--- config.mk ---
export PLATFORM = sky130hd
export DESIGN_NAME = fetch_align_buffer
export DESIGN_NICKNAME = d
export VERILOG_FILES = /design/src/rtl/fetch_align_buffer_pkg.sv /design/src/rtl/fetch_align_buffer_storage.sv /design/src/rtl/fetch_align_buffer.sv
export SDC_FILE = /design/constraint.sdc
export NUM_CORES = 1
export LEC_CHECK = 0
export ABC_CLOCK_PERIOD_IN_PS = 4600
export CORE_ASPECT_RATIO = 1.4
export CORE_UTILIZATION = 31
export CTS_CLUSTER_DIAMETER = 80
export CTS_CLUSTER_SIZE = 14
export DETAILED_ROUTE_END_ITERATION = 16
export PLACE_DENSITY = 0.59
export SLEW_MARGIN = 20
export SYNTH_ARGS = -nofsm -noshare
export SYNTH_HDL_FRONTEND = slang
export SYNTH_SLANG_ARGS = --single-unit
--- constraint.sdc ---
create_clock -name clk -period 4.6 [get_ports clk]
set_input_delay 0.92 -clock clk [delete_from_list [all_inputs] [get_ports clk]]
set_output_delay 0.92 -clock clk [all_outputs]
set_load 0.02 [all_outputs]
--- src/rtl/fetch_align_buffer_pkg.sv ---
// Shared types, constants and helpers for the fetch-to-decode align buffer.
package fetch_align_buffer_pkg;

  localparam int fab_depth_hw = 8;
  localparam int fab_fetch_hw = 2;
  localparam logic [3:0] except_instr_access_fault = 4'd1;

  typedef struct packed {
    logic [15:0] hw;
    logic        err;
  } fab_entry_type;

  typedef struct packed {
    logic        valid;
    logic [31:0] pc;
    logic [31:0] rdata;
    logic        error;
  } fetch_align_in_type;

  typedef struct packed {
    logic        valid;
    logic [31:0] pc;
    logic [31:0] npc;
    logic [31:0] instr;
    logic        exception;
    logic [3:0]  ecause;
    logic [31:0] etval;
  } fetch_align_out_type;

  function automatic logic is_compressed(input logic [15:0] hw);
    return hw[1:0] != 2'b11;
  endfunction

endpackage

--- src/rtl/fetch_align_buffer_storage.sv ---
// Halfword entry array: one multi-halfword write port, two-entry read at rptr/rptr+1.
module fab_storage
  import fetch_align_buffer_pkg::*;
#(
  parameter int FETCH_HW = fab_fetch_hw,
  parameter int DEPTH_HW = fab_depth_hw,
  parameter int AW       = $clog2(DEPTH_HW),
  parameter int SKW      = $clog2(FETCH_HW)
) (
  input  logic                    clk,
  input  logic                    we,
  input  logic [AW-1:0]           wptr,
  input  logic [SKW-1:0]          skip,
  input  logic [16*FETCH_HW-1:0]  wdata,
  input  logic                    werr,
  input  logic [AW-1:0]           rptr,
  output fab_entry_type           rd0,
  output fab_entry_type           rd1
);

  fab_entry_type mem [DEPTH_HW];

  logic [FETCH_HW-1:0]         wen;
  logic [FETCH_HW-1:0][AW-1:0] widx;

  // Leading 'skip' halfwords are dropped; the rest pack from wptr upward.
  for (genvar i = 0; i < FETCH_HW; i++) begin : g_wr
    assign wen[i]  = we & (AW'(i) >= AW'(skip));
    assign widx[i] = wptr + AW'(i) - AW'(skip);
  end

  always_ff @(posedge clk) begin
    for (int i = 0; i < FETCH_HW; i++)
      if (wen[i]) mem[widx[i]] <= '{hw: wdata[i*16 +: 16], err: werr};
  end

  assign rd0 = mem[rptr];
  assign rd1 = mem[rptr + AW'(1)];

endmodule

--- src/rtl/fetch_align_buffer.sv ---
// Fetch-to-decode halfword queue that realigns RVC and straddling 32-bit instructions.
module fetch_align_buffer
  import fetch_align_buffer_pkg::*;
#(
  parameter int XLEN     = 32,
  parameter int FETCH_HW = fab_fetch_hw,
  parameter int DEPTH_HW = fab_depth_hw
) (
  input  logic                   clk,
  input  logic                   rst,
  input  logic                   f_valid,
  output logic                   f_ready,
  input  logic [XLEN-1:0]        f_pc,
  input  logic [16*FETCH_HW-1:0] f_rdata,
  input  logic                   f_error,
  input  logic                   flush,
  input  logic [XLEN-1:0]        flush_pc,
  output logic                   d_valid,
  input  logic                   d_ready,
  output logic [XLEN-1:0]        d_pc,
  output logic [XLEN-1:0]        d_npc,
  output logic [31:0]            d_instr,
  output logic                   d_exception,
  output logic [3:0]             d_ecause,
  output logic [XLEN-1:0]        d_etval
);

  localparam int AW  = $clog2(DEPTH_HW);
  localparam int CW  = AW + 1;
  localparam int SKW = $clog2(FETCH_HW);
  localparam int OW  = $clog2(2*FETCH_HW);

  logic [CW-1:0]   count;
  logic [AW-1:0]   rptr, wptr;
  logic [SKW-1:0]  skip;
  logic [XLEN-1:0] exp_pc, head_pc;

  fab_entry_type head_e, nxt_e;
  logic          accept, is32, fault, pop_two;
  logic [CW-1:0] push_n, pop_n;

  fab_storage #(.FETCH_HW(FETCH_HW), .DEPTH_HW(DEPTH_HW)) u_storage (
    .clk   (clk),
    .we    (accept),
    .wptr  (wptr),
    .skip  (skip),
    .wdata (f_rdata),
    .werr  (f_error),
    .rptr  (rptr),
    .rd0   (head_e),
    .rd1   (nxt_e)
  );

  // Stale words from before a redirect show up with the wrong pc and are dropped.
  assign f_ready = count <= CW'(DEPTH_HW - FETCH_HW);
  assign accept  = f_valid & f_ready & ~flush & (f_pc == exp_pc);
  assign push_n  = accept ? CW'(FETCH_HW) - CW'(skip) : '0;

  always_comb begin
    is32    = ~is_compressed(head_e.hw);
    fault   = head_e.err | (is32 & nxt_e.err);
    pop_two = is32 & ~head_e.err;
    // A faulting lower half is presented alone; its upper half may never come.
    d_valid = (count != '0) & (~is32 | head_e.err | (count >= CW'(2)));
    d_pc        = '0;
    d_npc       = '0;
    d_instr     = '0;
    d_exception = 1'b0;
    d_ecause    = '0;
    d_etval     = '0;
    if (d_valid) begin
      d_pc        = head_pc;
      d_npc       = head_pc + (is32 ? XLEN'(4) : XLEN'(2));
      d_instr     = is32 ? {nxt_e.hw, head_e.hw} : {16'h0, head_e.hw};
      d_exception = fault;
      if (fault) begin
        d_ecause = except_instr_access_fault;
        d_etval  = head_e.err ? head_pc : head_pc + XLEN'(2);
      end
    end
    pop_n = (d_valid & d_ready) ? (pop_two ? CW'(2) : CW'(1)) : '0;
  end

  always_ff @(posedge clk or posedge rst) begin
    if (rst) begin
      count   <= '0;
      rptr    <= '0;
      wptr    <= '0;
      skip    <= '0;
      exp_pc  <= '0;
      head_pc <= '0;
    end else if (flush) begin
      count   <= '0;
      rptr    <= '0;
      wptr    <= '0;
      skip    <= flush_pc[OW-1:1];
      exp_pc  <= flush_pc & ~XLEN'(2*FETCH_HW - 1);
      head_pc <= flush_pc;
    end else begin
      count   <= count + push_n - pop_n;
      wptr    <= wptr + AW'(push_n);
      rptr    <= rptr + AW'(pop_n);
      head_pc <= head_pc + XLEN'({pop_n, 1'b0});
      if (accept) begin
        exp_pc <= exp_pc + XLEN'(2*FETCH_HW);
        skip   <= '0;
      end
    end
  end

endmodule

After elaboration in Yosys (flattened, before gate mapping)
Memories as Yosys holds them, arrays and structs flattened.
Index checks and enable logic that the tools add are counted.

cells by class
  add/subtract/negate cells = 13
  order comparisons = 3
  equal/unequal tests = 2
  mux-type cells = 26
  bitwise gates (word level) = 14
  reductions and logical operators = 2

operator list
  kind                     number
  $mux W32                 10
  $add A32 B3 Y32          2
  $add A32 B2 Y32 const B  1
  $add A32 B3 Y32 const B  1
  $eq A32 B32 Y1           1
  $mux W1                  9
  $mux W3                  3
  $and A1 B1 Y1            8
  $mux W4                  2
  $add A3 B1 Y3 const B    2
  $sub A3 B1 Y3            2
  $add A4 B4 Y4            1
  $ge A4 B2 Y1 const B     1
  $le A4 B3 Y1 const B     1
  $mux W2                  2
  $reduce_bool A4 Y1       1
  $sub A4 B2 Y4            1
  $add A3 B2 Y3            1
  $add A3 B3 Y3            1
  $not A1 Y1               3
  $or A1 B1 Y1             3
  $sub A2 B1 Y3 const A    1
  $ne A2 B2 Y1 const B     1
  $reduce_bool A2 Y1       1
  $ge A1 B1 Y1 const A     1

storage, ports and cells
  bits in registers = 75
  RAM bits = 136
  output and inout bits = 135
  word-level logic and storage cells = 67
  memories = 1

memories
  name           words  width  rd ports  clocked after Yosys merged registers in  wr ports  RTL line                          source
  u_storage.mem  8      17     2         0                                        2         fetch_align_buffer_storage.sv:21  fab_entry_type mem [DEPTH_HW];

Longest topological paths before layout
Gate-level depths: netlist of run 1.
An unclocked memory read counts as a cell.

  word-level depth = 9
  depth in mapped cells = 17

Cells and area by module
A second synthesis of run 1 with hierarchy kept.

second synthesis, totals
  cells, all modules = 1,403
  area total of the unflattened synthesis = 14,844.2 um2

by module, submodules not included
  module              times used  cells an instance  area each (um2)  seq. area each (um2)
  fab_storage         1           549                8,191.6          4,083.9
  fetch_align_buffer  1           854                6,652.6          1,826.8

Least setup slack after synthesis of run 1
OpenSTA, ideal clock, no wires.

  path type = reg-to-output
  from = register rptr[0]
  to = output port d_npc[24]
  data arrival time = 3,269 ps
  data required time = 3,680 ps
  path slack = 411 ps
  cell stages (with the launch flop) = 13
  cell sequence = dfrtp_1 -> buf_6 -> buf_4 -> mux4_2 -> mux2i_4 -> or2_2 -> inv_2 -> ha_1 -> a21oi_1 -> nor3_1 -> nand3_1 -> or3_1 -> a21oi_1

on the way
  word-level cells in the longest chain between the ends = 6
  elaborated cells on any way between the ends = 8

RTL lines
  item                                                                     RTL line                   source
  from (decl)                                                              fetch_align_buffer.sv:34   logic [AW-1:0] rptr, wptr;
  from (signal assigned)                                                   fetch_align_buffer.sv:102  rptr <= rptr + AW'(pop_n);
  $mem_v2 Z8 W17 *                                                         --
  parallel branches: the longest is 4 deep, another holds $add A32 B3 Y32  --
  $mux W32 *                                                               fetch_align_buffer.sv:71   if (d_valid) begin
  to (decl)                                                                fetch_align_buffer.sv:21   output logic [XLEN-1:0] d_npc,

Every way passes the cells marked *.

Worst setup path after layout of run 1
  from = register rptr[0]
  to = output port d_etval[12]

on the way
  word-level cells in the longest chain between the ends = 7
  elaborated cells on any way between the ends = 12

RTL lines
  item              RTL line                      source
  $mem_v2 Z8 W17 *  --
  $ne A2 B2 Y1      fetch_align_buffer_pkg.sv:31  return hw[1:0] != 2'b11;
  $not A1 Y1        fetch_align_buffer.sv:60      is32 = ~is_compressed(head_e.hw);
  $and A1 B1 Y1     fetch_align_buffer.sv:61      fault = head_e.err | (is32 & nxt_e.err);
  $or A1 B1 Y1      fetch_align_buffer.sv:61
  $mux W32          fetch_align_buffer.sv:76      if (fault) begin
  $mux W32 *        fetch_align_buffer.sv:71
  to (decl)         fetch_align_buffer.sv:25      output logic [XLEN-1:0] d_etval

Mark *: on every way between the ends. The rest lies on a longest branch, timed or not.

==> metrics.md, run 1 <==
| Metric | Value |
|---|---|
| Status | `finished, final reports clean` |
| Die Span Y | `~260 um` |
| Vias in the first global route | `roughly 12000` |
| Cts-stage hold buffer count | `0` |
| Total Nets Final | `approximately 1700` |
| Syn_area_per_cell | `10.9 um^2` |
| Max Freq | `between 0.2 and 0.25 GHz` |
| Worst IR drop on VDD | `0.000357 V` |
| Placed cells | `about 2100` |
| Clock power share | `0.182` |
| Die Area | `0.0481 mm^2` |
| Initial antenna violation count | `7` |
| Global-route wire length before repair | `about 76000 um` |
| Sequential share of the synthesized area | `0.404` |
| Area leader, netlist | `edfxtp_1` |
| CTS root buf | `clkbuf_16` |
| Reg power frac | `0.266` |
| Routed WL | `51500 um` |
| Power, Total | `8.49 mW` |
| CTS Sinks | `between 200 and 250` |
| Max Fanout on Critical Path | `9` |
| Area grow syn2layout | `25.8%` |
| Mapped Area | `around 0.015 mm^2` |
| CTS buffer count | `19` |
| Most common cell in the netlist | `nor2_1` |
| Ys flop type | `edfxtp_1` |
| Layout cell share with drive strength beyond 1 | `0.213` |
| Synth top cells by count | `nor2_1 (142), edfxtp_1 (136), mux2_2 (135)` |
| Net Sw Frac | `0.409` |
| Worst-Margin Slew | `approximately 1 ns` |
| RSZ-0062 raised after global routing | `yes` |
| FILL cells | `4622` |
| Die width | `186 um` |
| Relative slew slack | `0.345` |
| PD cells | `461 mW/mm^2` |
| Crit share post-route | `0.980` |
| Pre-CTS worst setup slack | `approximately 0.25 ns` |
| WP data arrival | `roughly 3.6 ns` |
| GRT Residual Overflow | `0` |
| Fin. Hold Viols | `0` |
| Setup Crit Path Kind | `reg -> out` |
| HP Class | `reg -> reg` |
| Sw Pwr | `approximately 3.5 mW` |
| DRC | `0` |
| Final Util | `0.398` |
| Fin Hold WS | `about 0.53 ns` |
| Setup Buffers After CTS | `0` |
| CP Launch Type | `flip-flop` |
| Logic pwr share | `0.552` |
| CP Capture Type | `output pin` |
| Dpl hpwl | `roughly 36000 um` |
| Leakage power | `roughly 6.6 nW` |
| CTS tree | `done` |
| Synth top area cells | `edfxtp_1 (28%), dfrtp_1 (12%), mux4_2 (10%), mux2_2 (10%), xor2_1 (4.2%)` |
| Vias after detailed routing | `11861` |
| Pin count of the biggest net entering global routing | `around 70` |
| IO buf count | `roughly 230` |
| Synthesis Warnings | `0` |
| Post-synth EDFFs | `136` |
| Iteration-0 DRC Markers | `896` |
| Clk pin slew, worst setup/hold paths | `approximately 0.07 ns` |
| Initial Utilization | `0.316` |
| Pint | `about 5.0 mW` |
| Clk buf depth | `3` |
| Yosys reg bits | `between 200 and 250` |
| Post-Route Skew | `0.0213 ns` |
| Syn Inst Count | `1345` |
| Post-route setup slack | `between 0.09 and 0.1 ns` |
| Routed WL per cell | `approximately 24 um` |
| Max-slew violation count | `0` |
| Layout Cells excl Fill | `~2200` |
| DR vias/cell | `about 5.4` |
| Total Routing Usage GR | `0.212` |
| Cell variety after synth | `64` |
| Iteration count of the initial detailed-routing pass | `5` |
| Final GP Congestion | `approximately 1` |
| Crit path required time | `about 3.7 ns` |
| Post-layout min period | `roughly 4.5 ns` |
| ANT nets after route | `0` |
| Clock Latency Late Sink | `0.53 ns` |
| Core Rows | `93` |
| Max Cap Viol | `0` |
| Max H-tree Level | `1` |
| Synth top area share | `0.279` |
| Core area | `0.0463 mm^2` |
| IO Pins | `about 240` |
| Ys async rst share | `0.349` |
| Setup Viol. Count Final | `0` |
[layer usage]
layer  up-vias  GRT usage  share of wire
met2       494      0.364           0.49
met3       106     0.0398          0.075
met1      5846      0.249           0.38
met4        10      0.108          0.053
li1       5405          -              -
met5         -          0         0.0013
[cell usage in the layout, fill, tap and decap left out, types with 5 or more instances in the layout]
| master | synthesis | final |
|---|---|---|
| xnor2_1 | 45 | 45 |
| a21o_1 | 12 | 12 |
| nor2_1 | 142 | 139 |
| xor2_1 | 71 | 71 |
| o31a_1 | 5 | 5 |
| dlymetal6s2s_1 | 0 | 15 |
| ha_1 | 20 | 19 |
| clkbuf_1 | 66 | 10 |
| and2_1 | 37 | 37 |
| nand2b_1 | 6 | 6 |
| or3_1 | 18 | 18 |
| o21ai_0 | 31 | 31 |
| clkdlybuf4s50_1 | 0 | 188 |
| mux2_2 | 135 | 135 |
| nand4_1 | 31 | 31 |
| or2_2 | 8 | 8 |
| or4_1 | 14 | 14 |
| nand3_1 | 39 | 37 |
| o31ai_1 | 7 | 7 |
| dfrtp_1 | 73 | 71 |
| o41ai_1 | 6 | 6 |
| clkbuf_16 | 0 | 19 |
| a31oi_1 | 13 | 13 |
| mux4_2 | 68 | 68 |
| dlygate4sd2_1 | 0 | 24 |
| a32oi_1 | 6 | 6 |
| inv_1 | 26 | 25 |
| nor3_1 | 21 | 18 |
| a21oi_1 | 30 | 27 |
| nand2_1 | 99 | 98 |
| mux2i_1 | 29 | 29 |
| and3_1 | 15 | 15 |
| nor4_1 | 26 | 23 |
| buf_4 | 8 | 52 |
| and4_1 | 8 | 8 |
| edfxtp_1 | 136 | 136 |
| nor2b_1 | 12 | 12 |
[flip-flops by register name (all words and copies together), names as in the netlist]
register and count:
count 4, wptr 3, u_storage.mem 136, skip 1, exp_pc 30, head_pc 32, rptr 3
[per-stage QoR]
step                instance area, um^2  TNS (ns)
floorplan                         14700         0
global placement                  17800         0
detailed placement                17800         0
finish                            18400         0
CTS                               18300         0
global route                      18400    -0.151
[what timing repair did]
item,in CTS,in global routing
setup endpoints to repair,86,47
endpoints found under the hold margin,0,0
pin swaps,1,0
gates resized for setup,41,32
[final timing paths]
kind | startpoint | slack [ns] | cells past startpoint | end
setup / recovery | rptr[0] | 0.09 | 7 | d_etval[12]
hold / removal | exp_pc[31] | 0.53 | 1 | exp_pc[31]
setup reg to reg | rptr[0] | 0.40 | 14 | head_pc[18]
hold reg to reg | exp_pc[31] | 0.53 | 1 | exp_pc[31]
max in group asynchronous | rst | 2.96 | 3 | head_pc[26]
min in group asynchronous | rst | 0.91 | 2 | exp_pc[21]
[worst max-delay path: stages, from the launching register on]
cell	delay (ns)
dfrtp_4	0.50
buf_4	0.24
mux4_2	0.57
mux2_4	0.37
or3_1	0.48
xor2_1	0.18
nor2_1	0.11
clkdlybuf4s50_1	0.62
[cell type report]
cell class | count | area (um^2) | area share
repair buffers | 290 | 2790 | 0.151
flip-flops and latches | 209 | 5920 | 0.321
clock buffers | 30 | 527 | 0.0286
diodes | 2 | 5.00 | 0.000272
multi-input cells | 1005 | 8280 | 0.449
well taps | 617 | 772 | 0.0419
clock inverters | 3 | 25.0 | 0.00136
inverters | 28 | 105 | 0.00571
[power groups by stage]
stage	Sequential, mW	Clock [mW]	Combinational [mW]
6_report	2.26	1.54	4.69
5_1_grt	2.27	1.65	5.01
4_1_cts	2.26	1.58	4.72
3_5_place_dp	2.30	0	4.75
3_3_place_gp	2.30	0	4.74
2_1_floorplan	2.18	0	2.90
[kinds of logic (layout without fill, tap and decap cells)]
group,Yosys count,count (layout),synth area share
buffers and inverters,133,351,0.0382
multiplexers,236,236,0.234
other,1,5,0.000256
adder cells (fa/ha/maj),25,25,0.0232
XOR/XNOR,116,116,0.0694
flip-flops,209,209,0.404
AND/OR/NAND/NOR,480,480,0.165
AO/OA/AOI/OAI,145,145,0.0666
No activity file was read; power rests on OpenSTA's default activity.
==> run 2: changes to the inputs <==
Settings changed: CORE_MARGIN set to 1.5, SKIP_CTS_REPAIR_TIMING set to 1, SLEW_MARGIN 20 to 30.
==> run 2 against run 1 <==
Critical path type unchanged. Non-clock buffer count is 4 higher. Setup slack better by 0.035 ns. Combinational power is 0.9% higher. Core utilization is 0.26 points lower. Critical path depth is 2 higher. Highest routed layer unchanged. Worst hold slack better by 0.00080 ns. Clock skew is 0.0034 ns lower. Design area is 0.41% higher. Critical endpoint is now d_npc[7].
==> metrics.md, run 2 (same netlist as run 1, synthesis figures left out) <==
| Metric | Value |
|---|---|
| CTS buffer count | `19` |
| Worst IR drop on VDD | `0.000330 V` |
| Clock Latency Late Sink | `between 0.5 and 0.6 ns` |
| Crit share post-route | `0.973` |
| Iteration count of the initial detailed-routing pass | `5` |
| Area grow syn2layout | `26.3%` |
| Global-route wire length before repair | `roughly 77000 um` |
| Die width | `187 um` |
| Leakage power | `~6.8 nW` |
| ANT nets after route | `0` |
| Routed WL | `51300 um` |
| Final GP Congestion | `just over 1` |
| HP Class | `reg -> reg` |
| DRC | `0` |
| Clk buf depth | `3` |
| Core area | `0.0468 mm^2` |
| Total Routing Usage GR | `0.208` |
| Fin. Hold Viols | `0` |
| Most common cell after layout, fill and taps aside | `clkdlybuf4s50_1` |
| Post-Route Skew | `0.0180 ns` |
| CTS root buf | `clkbuf_16` |
| IO Pins | `~240` |
| Max H-tree Level | `1` |
| Crit path required time | `between 3 and 4 ns` |
| Clk pin slew, worst setup/hold paths | `around 0.070 ns` |
| Max Fanout on Critical Path | `7` |
| RSZ-0062 raised after global routing | `yes` |
| Relative slew slack | `0.410` |
| Dpl hpwl | `approximately 36000 um` |
| Dpl cell area | `approximately 0.018 mm^2` |
| DR vias/cell | `roughly 5.5` |
| WP data arrival | `between 3 and 4 ns` |
| Die Span Y | `between 200 and 300 um` |
| Post-layout min period | `between 4 and 5 ns` |
| Die Area | `between 0.04 and 0.05 mm^2` |
| CTS Sinks | `209` |
| Total Nets Final | `~1700` |
| Final antenna diode count | `0` |
| Max Freq | `between 0.2 and 0.25 GHz` |
| CP Launch Type | `flip-flop` |
| Status | `finished, final reports clean` |
| Initial antenna violation count | `5` |
| FILL cells | `4651` |
| Pin count of the biggest net entering global routing | `68` |
| PD cells | `around 460 mW/mm^2` |
| Most frequent cells in the layout | `clkdlybuf4s50_1 (193), nor2_1 (137), edfxtp_1 (136), mux2_2 (135), nand2_1 (98)` |
| Setup Viol. Count Final | `0` |
| Final Instance Area | `0.0185 mm^2` |
| Fin Hold WS | `about 0.53 ns` |
| Routed WL per cell | `23.4 um` |
| Layout cell share with drive strength beyond 1 | `0.210` |
| Setup Crit Path Kind | `reg -> out` |
| Initial Utilization | `0.313` |
| CP Capture Type | `output pin` |
| GRT Residual Overflow | `0` |
| CTS tree | `done` |
| Max Cap Viol | `0` |
| Max reg flops | `136` |
| Vias after detailed routing | `between 10000 and 15000` |
| Iteration-0 DRC Markers | `877` |
| Worst-Margin Slew | `around 0.88 ns` |
| IO buf count | `roughly 230` |
| Core Rows | `94` |
| Vias in the first global route | `12420` |
| Max-slew violation count | `0` |
## run 2: worst max-delay path, cell delays in order, from the launching register on
cell and delay (ns):
dfrtp_4 0.53, mux4_2 0.38, mux2i_4 0.07, or2_2 0.34, ha_1 0.24, fa_1 0.46
nand3_2 0.16, xor2_1 0.08, nor2_1 0.11, clkdlybuf4s50_1 0.66
## run 2: final cells by class
cell class / instances / area (um^2) / area share
Clock buffer: 29 / 513 / 0.0277
Clock inverter: 2 / 21.3 / 0.00115
Inverter: 28 / 105 / 0.00568
Multi-Input combinational cell: 1005 / 8270 / 0.447
Sequential cell: 209 / 5920 / 0.320
Tap cell: 624 / 781 / 0.0422
Timing Repair Buffer: 294 / 2890 / 0.156
## run 2: where the power goes
group          switching [mW]  internal (mW)
sequential              0.177           2.09
combinational            2.55           2.19
clock                   0.756          0.774
## run 2: routing by layer
metal  GRT usage  wire length, um  vias to the layer above
met5           0               67                        -
met4       0.111             2780                       10
met3      0.0429             3850                      116
met2       0.367            25200                      558
met1       0.236            19400                     5959
li1            -                -                     5398
## run 2: path summary, 6_finish.rpt
| kind | startpoint | endpoint | slack (ns) | cells past startpoint |
|---|---|---|---|---|
| worst min register to register | exp_pc[31] | exp_pc[31] | 0.53 | 1 |
| worst max-delay path | rptr[0] | d_npc[7] | 0.13 | 9 |
| max in group asynchronous | rst | head_pc[10] | 2.73 | 4 |
| worst min-delay path | exp_pc[31] | exp_pc[31] | 0.53 | 1 |
| worst max register to register | rptr[0] | head_pc[18] | 0.63 | 14 |
| min in group asynchronous | rst | exp_pc[18] | 0.86 | 2 |
## run 2: through the flow
step	setup TNS (ns)	instances	worst slack, ns	power (mW)	util
finish	0	2191	0.125	8.53	0.395
floorplan	0	1347	0.411	5.09	-
detailed placement	0	2160	0.233	7.07	0.380
global placement	0	2160	0.284	7.04	0.380
global route	-0.00850	2191	-0.00850	8.98	0.395
CTS	-3.72	2191	-0.333	8.63	0.392
==> run 3: changes to the inputs <==
Settings changed: CORE_UTILIZATION 31 to 30, PLACE_DENSITY 0.59 to 0.58.
==> run 3 against run 2 <==
The flow now finishes with violations (negative setup slack). First-iteration DRC count is 3.3% higher. Critical endpoint is now d_npc[8]. Register-to-register slack lost 0.13 ns. Clock-buffer cell count down 9. Routed wire length is 3.1% higher. Global-route usage is 0.096 points lower. Largest cell class unchanged. Worst hold slack gained 0.019 ns. Via count shrank 0.12%. Design area grew 0.72%. Setup slack got worse by 0.13 ns. Largest power group unchanged. Die area rose by 3.3%. Critical path type unchanged.
==> metrics.md, run 3 (same netlist as run 1, synthesis figures left out) <==
| Metric | Value |
|---|---|
| Worst IR drop on VDD | `0.000314 V` |
| Failing checks | `negative setup slack` |
| Max reg flops | `~140` |
| Initial Utilization | `0.304` |
| Worst-Margin Slew | `~0.90 ns` |
| Fin Hold WS | `roughly 0.55 ns` |
| CP max stage delay | `0.67 ns` |
| Total Routing Usage GR | `0.207` |
| Routed WL | `roughly 53000 um` |
| CP Capture Type | `output pin` |
| Final Instance Area | `roughly 0.019 mm^2` |
| Slowest stage cell, crit path | `clkdlybuf4s50_1` |
| Post-route setup slack | `-0.0000511 ns` |
| Die width | `about 190 um` |
| Dpl hpwl | `37700 um` |
| Die Area | `0.0502 mm^2` |
| CTS buffer count | `20` |
| Most common cell after layout, fill and taps aside | `clkdlybuf4s50_1` |
| Final GP Congestion | `between 0.9 and 1` |
| Crit path cell chain | `mux4_2 > mux2i_4 > or2_2 > inv_2 > ha_1 > a21oi_2 > nor2_1 > a31oi_1 > a311oi_2 > clkdlybuf4s50_1` |
| Initial antenna violation count | `6` |
| Most frequent cells in the layout | `clkdlybuf4s50_1 (192), nor2_1 (138), edfxtp_1 (136), mux2_2 (135), nand2_1 (98)` |
| CP Launch Type | `flip-flop` |
| DR WL met2 | `approximately 26000 um` |
| Crit share post-route | `1.00` |
| Sw Pwr | `3.54 mW` |
| Post-Route Skew | `between 0.02 and 0.025 ns` |
| Pin count of the biggest net entering global routing | `77` |
| Vias after detailed routing | `roughly 12000` |
| Logic pwr share | `0.556` |
| Crit path required time | `approximately 3.7 ns` |
| RSZ-0062 raised after global routing | `yes` |
| Met3 wire len | `around 4000 um` |
| Status | `complete, but fails checks` |
| Clock Latency Late Sink | `between 0.5 and 0.6 ns` |
| Relative slew slack | `0.399` |
| M1 WL | `roughly 20000 um` |
| Fin. Hold Viols | `0` |
| Setup TNS | `-0.0000511 ns` |
| Routed WL per cell | `roughly 24 um` |
| Total Nets Final | `roughly 1700` |
| Max Cap Viol | `0` |
| DR vias/cell | `between 5 and 6` |
| CTS root buf | `clkbuf_16` |
| Top sig layer | `met5` |
| ANT nets after route | `0` |
| Core Rows | `95` |
| Max Freq | `0.217 GHz` |
| Post-layout min period | `approximately 4.6 ns` |
| PD cells | `between 400 and 500 mW/mm^2` |
| Area grow syn2layout | `27.2%` |
| IO Pins | `between 200 and 250` |
| CTS Sinks | `around 210` |
| IO buf count | `between 200 and 250` |
| Leakage power | `a little under 7 nW` |
| Clk buf depth | `3` |
| GRT Residual Overflow | `0` |
| Dpl cell area | `about 0.018 mm^2` |
| Layout cell share with drive strength beyond 1 | `0.218` |
| Global-route wire length before repair | `roughly 78000 um` |
| Clk pin slew, worst setup/hold paths | `around 0.070 ns` |
| Setup Viol. Count Final | `1` |
| Die Span Y | `between 200 and 300 um` |
| HP Class | `reg -> reg` |
| Max H-tree Level | `1` |
| Iteration-0 DRC Markers | `906` |
| Pint | `a little over 5 mW` |
| Vias in the first global route | `12219` |
| CTS tree | `done` |
| Setup Crit Path Kind | `reg -> out` |
| Worst Path Buf+Inv | `2` |
| Reg power frac | `0.259` |
| Top Family by Delay on Critical Path | `buffers and inverters` |
| Clock power share | `0.185` |
| Net Sw Frac | `0.406` |
| Core area | `0.0481 mm^2` |
| WP data arrival | `between 3 and 4 ns` |
| DRC | `0` |
| Max-slew violation count | `0` |
| Iteration count of the initial detailed-routing pass | `7` |
| Max Fanout on Critical Path | `8` |
==> run 3: cell type report <==
type | count | area, um^2
Fill cell | 4740 | 29500
Multi-Input combinational cell | 1006 | 8290
Sequential cell | 209 | 5910
Timing Repair Buffer | 299 | 2940
Tap cell | 630 | 788
Clock buffer | 20 | 500
Inverter | 28 | 106
Clock inverter | 7 | 80.1
Antenna cell | 3 | 7.51
==> run 3: metrics by stage <==
stage	instances	total power, mW	util	worst slack (ns)
after floorplan	1347	5.09	-	0.411
after global placement	2168	7.09	0.371	0.219
after detailed placement	2168	7.12	0.371	0.163
after CTS	2195	8.76	0.383	-0.423
after global routing	2199	9.15	0.387	-0.177
final	2202	8.70	0.387	-0.0000511
==> run 3: routing by layer <==
metal / vias up / track usage
li1: 5426 / -
met1: 5923 / 0.246
met2: 540 / 0.357
met3: 127 / 0.0391
met4: 10 / 0.100
met5: - / 0
==> run 3: power by group through the flow <==
stage                     clock network [mW]  registers, mW  logic (mW)
after floorplan                            0           2.18        2.90
after detailed placement                   0           2.30        4.82
final                                   1.61           2.25        4.84
after global placement                     0           2.30        4.78
after global routing                    1.71           2.27        5.18
after CTS                               1.65           2.26        4.84
==> run 3: worst reg2reg max path: stages (launching register included) <==
cell,delay (ns)
dfrtp_4,0.49
mux4_2,0.55
mux2i_4,0.17
or2_2,0.17
inv_2,0.08
a21boi_4,0.26
nor2_4,0.13
inv_2,0.08
and3_1,0.22
ha_1,0.27
nand4_1,0.15
a2111oi_2,0.40
o21bai_1,0.39
or4_1,0.50
a31oi_1,0.17
==> run 3: final timing paths <==
kind | start | endpoint | slack, ns | cells after the start
max | rptr[0] | d_npc[8] | -0.00005 | 10
min | exp_pc[31] | exp_pc[31] | 0.55 | 1
max reg2reg | rptr[0] | head_pc[18] | 0.50 | 14
min reg2reg | exp_pc[31] | exp_pc[31] | 0.55 | 1
max in group asynchronous | rst | head_pc[8] | 2.96 | 3
min in group asynchronous | rst | exp_pc[25] | 0.82 | 2
